--- src/rtl/mandel_dispatch.sv ---
// mandel_dispatch: walks a WIDTH x HEIGHT grid, dispatches c points to free iterator
// cores and collects tagged results. Define MANDEL_DISPATCH_PERF_EN for perf counters.
module mandel_dispatch #(
  parameter int NUM_ITER = 4,
  parameter int WIDTH    = 640,
  parameter int HEIGHT   = 480,
  parameter int ITER_W   = 11,
  parameter int ADDR_W   = 19
) (
  input  logic                       clk,
  input  logic                       reset,
  input  logic                       start,
  input  logic [26:0]                cfg_x0,
  input  logic [26:0]                cfg_y0,
  input  logic [26:0]                cfg_step,
  output logic                       busy,
  output logic                       done,
  output logic [NUM_ITER-1:0]        it_in_val,
  input  logic [NUM_ITER-1:0]        it_in_rdy,
  output logic [26:0]                it_c_r,
  output logic [26:0]                it_c_i,
  input  logic [NUM_ITER-1:0]        it_out_val,
  output logic [NUM_ITER-1:0]        it_out_rdy,
  input  logic [NUM_ITER*ITER_W-1:0] it_iter_count,
  output logic                       pix_val,
  input  logic                       pix_rdy,
  output logic [ADDR_W-1:0]          pix_addr,
  output logic [ITER_W-1:0]          pix_iter
`ifdef MANDEL_DISPATCH_PERF_EN
  ,
  output logic [31:0]                perf_cycles,
  output logic [31:0]                perf_stall
`endif
);

  localparam int PTR_W = (NUM_ITER > 1) ? $clog2(NUM_ITER) : 1;
  localparam int CNT_W = $clog2(NUM_ITER + 1);
  localparam int XW    = (WIDTH > 1) ? $clog2(WIDTH) : 1;
  localparam int YW    = (HEIGHT > 1) ? $clog2(HEIGHT) : 1;
  localparam logic [XW-1:0] X_LAST = XW'(WIDTH - 1);
  localparam logic [YW-1:0] Y_LAST = YW'(HEIGHT - 1);

  typedef enum logic [1:0] {
    ST_IDLE  = 2'd0,
    ST_SCAN  = 2'd1,
    ST_DRAIN = 2'd2,
    ST_DONE  = 2'd3
  } state_t;

  // First requester at or above ptr, wrapping; returns ptr when nothing requests.
  function automatic logic [PTR_W-1:0] rr_first(input logic [NUM_ITER-1:0] req,
                                                 input logic [PTR_W-1:0]    ptr);
    logic [PTR_W:0]   sum;
    logic [PTR_W-1:0] idx;
    logic [PTR_W-1:0] sel;
    logic             hit;
    sel = ptr;
    hit = 1'b0;
    for (int i = 0; i < NUM_ITER; i++) begin
      sum = {1'b0, ptr} + (PTR_W+1)'(i);
      idx = (sum >= (PTR_W+1)'(NUM_ITER)) ? PTR_W'(sum - (PTR_W+1)'(NUM_ITER)) : PTR_W'(sum);
      sel = (!hit && req[idx]) ? idx : sel;
      hit = hit | req[idx];
    end
    return sel;
  endfunction

  function automatic logic [PTR_W-1:0] ptr_next(input logic [PTR_W-1:0] k);
    return (k == PTR_W'(NUM_ITER - 1)) ? {PTR_W{1'b0}} : k + PTR_W'(1);
  endfunction

  state_t              state_r;
  state_t              state_nx_s;
  logic [26:0]         x0_r;
  logic [26:0]         step_r;
  logic [26:0]         cur_re_r;
  logic [26:0]         cur_im_r;
  logic [XW-1:0]       x_r;
  logic [YW-1:0]       y_r;
  logic [ADDR_W-1:0]   addr_r;
  logic [ADDR_W-1:0]   tag_r [NUM_ITER];
  logic [PTR_W-1:0]    dp_r;
  logic [PTR_W-1:0]    cp_r;
  logic [CNT_W-1:0]    outstanding_r;
  logic [ITER_W-1:0]   count_s [NUM_ITER];
  logic                start_ok_s;
  logic                dsp_any_s;
  logic [PTR_W-1:0]    dsp_idx_s;
  logic                can_accept_s;
  logic                acc_any_s;
  logic [PTR_W-1:0]    acc_idx_s;
  logic                last_pix_s;

  assign start_ok_s   = (state_r == ST_IDLE) && start;
  assign dsp_any_s    = (state_r == ST_SCAN) && (|it_in_rdy);
  assign dsp_idx_s    = rr_first(it_in_rdy, dp_r);
  assign can_accept_s = !pix_val || pix_rdy;
  assign acc_any_s    = can_accept_s && (|it_out_val);
  assign acc_idx_s    = rr_first(it_out_val, cp_r);
  assign last_pix_s   = (x_r == X_LAST) && (y_r == Y_LAST);
  assign it_c_r       = cur_re_r;
  assign it_c_i       = cur_im_r;

  always_comb begin
    for (int k = 0; k < NUM_ITER; k++) begin
      count_s[k] = it_iter_count[k*ITER_W +: ITER_W];
    end
  end

  // One-hot handshakes toward the cores.
  always_comb begin
    it_in_val  = {NUM_ITER{1'b0}};
    it_out_rdy = {NUM_ITER{1'b0}};
    if (dsp_any_s) begin
      it_in_val[dsp_idx_s] = 1'b1;
    end else begin
      it_in_val = {NUM_ITER{1'b0}};
    end
    if (acc_any_s) begin
      it_out_rdy[acc_idx_s] = 1'b1;
    end else begin
      it_out_rdy = {NUM_ITER{1'b0}};
    end
  end

  always_comb begin
    state_nx_s = state_r;
    case (state_r)
      ST_IDLE: begin
        if (start) state_nx_s = ST_SCAN;
        else       state_nx_s = ST_IDLE;
      end
      ST_SCAN: begin
        if (dsp_any_s && last_pix_s) state_nx_s = ST_DRAIN;
        else                         state_nx_s = ST_SCAN;
      end
      ST_DRAIN: begin
        if ((outstanding_r == {CNT_W{1'b0}}) && !pix_val) state_nx_s = ST_DONE;
        else                                               state_nx_s = ST_DRAIN;
      end
      ST_DONE: state_nx_s = ST_IDLE;
      default: state_nx_s = ST_IDLE;
    endcase
  end

  always_ff @(posedge clk or posedge reset) begin
    if (reset) begin
      state_r <= ST_IDLE;
      busy    <= 1'b0;
      done    <= 1'b0;
    end else begin
      state_r <= state_nx_s;
      busy    <= (state_nx_s != ST_IDLE);
      done    <= (state_nx_s == ST_DONE);
    end
  end

  // Point generator: rows advance downward, so c_i decreases by step per row.
  always_ff @(posedge clk or posedge reset) begin
    if (reset) begin
      x0_r     <= 27'd0;
      step_r   <= 27'd0;
      cur_re_r <= 27'd0;
      cur_im_r <= 27'd0;
      x_r      <= {XW{1'b0}};
      y_r      <= {YW{1'b0}};
      addr_r   <= {ADDR_W{1'b0}};
      dp_r     <= {PTR_W{1'b0}};
      for (int k = 0; k < NUM_ITER; k++) begin
        tag_r[k] <= {ADDR_W{1'b0}};
      end
    end else if (start_ok_s) begin
      x0_r     <= cfg_x0;
      step_r   <= cfg_step;
      cur_re_r <= cfg_x0;
      cur_im_r <= cfg_y0;
      x_r      <= {XW{1'b0}};
      y_r      <= {YW{1'b0}};
      addr_r   <= {ADDR_W{1'b0}};
    end else if (dsp_any_s) begin
      tag_r[dsp_idx_s] <= addr_r;
      dp_r             <= ptr_next(dsp_idx_s);
      addr_r           <= addr_r + ADDR_W'(1);
      if (x_r == X_LAST) begin
        x_r      <= {XW{1'b0}};
        y_r      <= y_r + YW'(1);
        cur_re_r <= x0_r;
        cur_im_r <= cur_im_r - step_r;
      end else begin
        x_r      <= x_r + XW'(1);
        cur_re_r <= cur_re_r + step_r;
      end
    end
  end

  // Single-entry result buffer toward the pixel writer.
  always_ff @(posedge clk or posedge reset) begin
    if (reset) begin
      pix_val  <= 1'b0;
      pix_addr <= {ADDR_W{1'b0}};
      pix_iter <= {ITER_W{1'b0}};
      cp_r     <= {PTR_W{1'b0}};
    end else if (acc_any_s) begin
      pix_val  <= 1'b1;
      pix_addr <= tag_r[acc_idx_s];
      pix_iter <= count_s[acc_idx_s];
      cp_r     <= ptr_next(acc_idx_s);
    end else if (pix_rdy) begin
      pix_val  <= 1'b0;
    end
  end

  always_ff @(posedge clk or posedge reset) begin
    if (reset) begin
      outstanding_r <= {CNT_W{1'b0}};
    end else begin
      case ({dsp_any_s, acc_any_s})
        2'b10:   outstanding_r <= outstanding_r + CNT_W'(1);
        2'b01:   outstanding_r <= outstanding_r - CNT_W'(1);
        default: outstanding_r <= outstanding_r;
      endcase
    end
  end

`ifdef MANDEL_DISPATCH_PERF_EN
  // Frame length and cycles lost with every core occupied.
  always_ff @(posedge clk or posedge reset) begin
    if (reset) begin
      perf_cycles <= 32'd0;
      perf_stall  <= 32'd0;
    end else begin
      if (start_ok_s) begin
        perf_cycles <= 32'd0;
      end else if (state_r != ST_IDLE) begin
        perf_cycles <= perf_cycles + 32'd1;
      end
      if ((state_r == ST_SCAN) && !(|it_in_rdy)) begin
        perf_stall <= perf_stall + 32'd1;
      end
    end
  end
`endif

endmodule
--- config.mk ---
export PLATFORM = sky130hd
export DESIGN_NAME = mandel_dispatch
export DESIGN_NICKNAME = d
export VERILOG_FILES = /design/src/rtl/mandel_dispatch.sv
export SDC_FILE = /design/constraint.sdc
export NUM_CORES = 1
export LEC_CHECK = 0
export BUFFER_PORTS_ARGS = -buffer_cell sky130_fd_sc_hd__clkbuf_2
export CORE_AREA = 4 4 272 168
export DETAILED_ROUTE_END_ITERATION = 12
export DIE_AREA = 0 0 276 172
export PLACE_DENSITY = 0.53
export SLEW_MARGIN = 20
export SYNTH_ARGS = -nofsm -noshare
export SYNTH_HDL_FRONTEND = slang
export SYNTH_SLANG_ARGS = --single-unit
--- constraint.sdc ---
create_clock -name clk -period 22.1 [get_ports clk]
set_clock_uncertainty 0.15 [all_clocks]
set_input_delay 1.105 -clock clk [delete_from_list [all_inputs] [get_ports clk]]
set_output_delay 1.105 -clock clk [all_outputs]
set_load 0.01 [all_outputs]
==> results.md <==
- Status: completed
- Nets: 2,038
- Slowest cell delay on critical path: 510 ps
- Post-synthesis xor/xnor area fraction: 0.0452
- Core Region: 43,000 sq um
- Crit path buf inv count: 5
- Leak: 8.43 nW
- Net Count, Synth: approximately 1,900
- Number of buffers added on ports: 231
- CP Class: in -> out
- Final Hold Vio Count: 0
- Vias per Instance: 5.13
- Layout area overhead: 18.7%
- Top_reg_cell synth: dfrtp_1
- Critical path cell sequence: clkbuf_2 -> nor3_1 -> a211o_1 -> o22a_2 -> buf_4 -> clkinv_1 -> buf_4 -> ha_1 -> and2_1 -> clkbuf_2
- IO Pins: ~230
- Num CTS Buffers: 29
- Clock root buffer: clkbuf_16
- H-tree levels: 1
- Utilization after layout: 0.401
- Area of the mapped netlist: 14,500 sq um
- Tcrit/Tclk final: 0.216
- CP delay by family, top: buffers and inverters
- FF-to-FF path depth: 11
- CTS tree: built
- Share of cells above drive strength 1: 0.205
- Synth Area in Adders: 0.0593
- Yosys reg bits: around 260
- Reg2reg end: it_c_r[22]
- Setup Buffers After CTS: 0
- Placed Cells: 2,382
- Grt ovf: 0
- Fraction of synthesized area in multiplexers: 0.0556
- Setup crit end kind: output pin
- Dpl hpwl: 29,600 um
- Final WL: between 40,000 and 50,000 um
- Hold Path End: x0_r[12]
- Worst Min Path Start: x0_r[12]
- Final critical-path required period: between 4000 and 5000 ps
- Final GP Congestion: 0.902
- Layout fillers: 4,343
- R2R setup slack: 18,160 ps
- Hold/Removal Path Class: reg -> reg
- Register area: ~6600 sq um
- Count of final setup violators: 0
- GRT Overall Usage: 0.170
- TNS Setup: 0 ps
- Die height: 172 um
- Number of synthesized flops with an enable pin: 0
- Dpl ws: 17,260 ps
- Critical path fanouts, max: 63
- Register area share after synthesis: 0.455
- Max IR drop VDD: 0.111 mV
- DR pass1 iterations: 5
- First-pass GRT wire length: 66,800 um
- Footprint of the multi-input gates: 7350 sq um
- Hold buffer count at CTS: 0
- DRC: 0
- Worst setup margin: 17,330 ps
- Buffer depth of the longest clock path: 3
- Crit path required time: 20,850 ps
- Vias in the first global route: 11,900
- Post-synthesis async set-or-reset flop share: 1.00
- Max Cap Viol: 0
- FP Rows: 59
- Clock Latency Late Sink: 560 ps
- Compound-Gate Fraction of Synth Area: 0.163
- Initial DRC count: ~940
- CP arrival: 3520 ps
- Launching point of the worst reg2reg path: step_r[0]
- Initial antenna violation count: 0
- Largest net degree at the start of global routing: 163
- PwrDens: 118 nW/um^2
- CTS resizes: 0
- Post-route ant nets: 0
- Hold_ws: around 320 ps
- Non-Filler Instances: 2,433
- Largest family of logic cells by synthesized area: simple AND/OR/NAND/NOR gates
- Via count: 12,500
- Yosys warning count: 0
- Normalized max-slew margin: 0.193
- Clk sinks: 264
- CP max-delay cell: buf_4
- Cells after synthesis: 1,647
- Die Area: 47,500 sq um
- RSZ-0062 raised after global routing: false
- Initial Util: 0.338
- Simple-gate area share of the yosys netlist: 0.182
- Die Wd: 276 um
- Worst-margin pin slew: around 1200 ps
- Antenna diode count: 0
- DR WL/cell: 17.2 um
- Critical Path Start Type: input port
- WHS Path Cells: 2
- Synth unique cells: 66
- Final slew viol count: 0
- Fmax: 209 MHz
- Syn_area_per_cell: 8.82 sq um
- Clock transition at the registers of the reported paths: 60 ps
[state kept, by name, indices dropped and copies added, names as in the netlist, 2 cells and up]
register,count
x0_r,27
x_r,10
addr_r,19
tag_r,76
pix_addr,19
step_r,27
outstanding_r,3
y_r,9
it_c_i,27
it_c_r,27
dp_r,2
state_r,2
pix_iter,11
cp_r,2
[power breakdown]
group          switching, mW  leakage, nW  total, mW  internal (mW)
registers             0.0938         3.34      0.693          0.599
logic                  0.469         4.58      0.803          0.335
clock network          0.208        0.514      0.533          0.325
total                  0.770         8.43       2.03           1.26
[synth_stat cells (31+ instances only)]
| library cell | n | area, sq um |
|---|---|---|
| dfrtp_1 | 264 | 6610 |
| clkbuf_1 | 69 | 259 |
| nand2_1 | 393 | 1480 |
| nor2_1 | 92 | 345 |
| xnor2_1 | 31 | 272 |
| inv_1 | 58 | 218 |
| o21ai_0 | 171 | 856 |
| a21oi_1 | 90 | 450 |
| mux2_2 | 69 | 777 |
| xor2_1 | 44 | 385 |
| ha_1 | 64 | 801 |
| nand3_1 | 48 | 240 |
[per-stage QoR]
step / area (sq um) / total power [mW]
4_1_cts: 17200 / 2.05
5_1_grt: 17200 / 2.18
6_report: 17200 / 2.03
3_3_place_gp: 16200 / 1.49
2_1_floorplan: 14500 / 1.25
3_5_place_dp: 16200 / 1.50
[kinds of logic (layout without fill, tap and decap cells)]
kind of cell | after synthesis | after routing
AO/OA/AOI/OAI | 393 | 393
XOR/XNOR | 75 | 75
adder cells (fa/ha/maj) | 67 | 67
buffers and inverters | 150 | 357
flip-flops | 264 | 264
multiplexers | 72 | 72
AND/OR/NAND/NOR | 626 | 626
[tightest hold or removal path, cell delays in order, from the launching register on]
cell	delay (ps)
dfrtp_1	340
nand2_1	50
nand2_1	60
[layout by cell type (no fill, tap or decap), types with 6 or more instances in the layout]
master / Yosys / routed
nand2_1: 393 / 392
clkbuf_16: 0 / 29
nor3_1: 12 / 12
a222oi_1: 9 / 9
dfrtp_1: 264 / 264
a211oi_1: 11 / 11
nand4_1: 15 / 15
and3_1: 15 / 15
o21ai_0: 171 / 171
mux2_2: 69 / 69
nand2b_1: 8 / 7
a21oi_1: 90 / 90
nand3_1: 48 / 48
buf_4: 0 / 15
and2_1: 9 / 8
clkbuf_2: 1 / 231
ha_1: 64 / 64
nor2_1: 92 / 92
nor2b_1: 9 / 9
clkbuf_8: 0 / 8
nor4_1: 6 / 6
xor2_1: 44 / 44
a221o_1: 6 / 6
a31oi_1: 8 / 8
o211ai_1: 10 / 10
inv_1: 58 / 57
xnor2_1: 31 / 31
or3_1: 7 / 7
a22oi_1: 21 / 21
a21o_1: 16 / 16
[routing by layer]
metal,global-route usage,up-vias,part of all wire,wire length [um]
li1,-,6077,-,-
met1,0.265,6084,0.52,21500
met2,0.249,267,0.42,17700
met4,0.0309,0,0.018,737
met3,0.0285,52,0.044,1850
met5,0,-,0,0
[area by class of cell]
type,count,area share
Clock buffer,40,0.0491
Clock inverter,11,0.0111
Inverter,59,0.0133
Multi-Input combinational cell,1233,0.427
Timing Repair Buffer,247,0.0747
Sequential cell,264,0.383
Tap cell,579,0.0420
[how the worst max path moves through the flow]
stage / slack, ps / endpoint / from / depth (start not counted)
2_1_floorplan: 13580 / addr_r[0] / reset / 1
3_3_place_gp: 17280 / it_out_rdy[0] / it_out_val[0] / 10
3_5_place_dp: 17260 / it_out_rdy[1] / it_out_val[0] / 10
4_1_cts: 17260 / it_out_rdy[1] / it_out_val[0] / 10
5_1_grt: 17040 / it_out_rdy[1] / it_out_val[0] / 10
6_report: 17330 / it_out_rdy[1] / it_out_val[0] / 10
(Power assumes the default switching activity.)
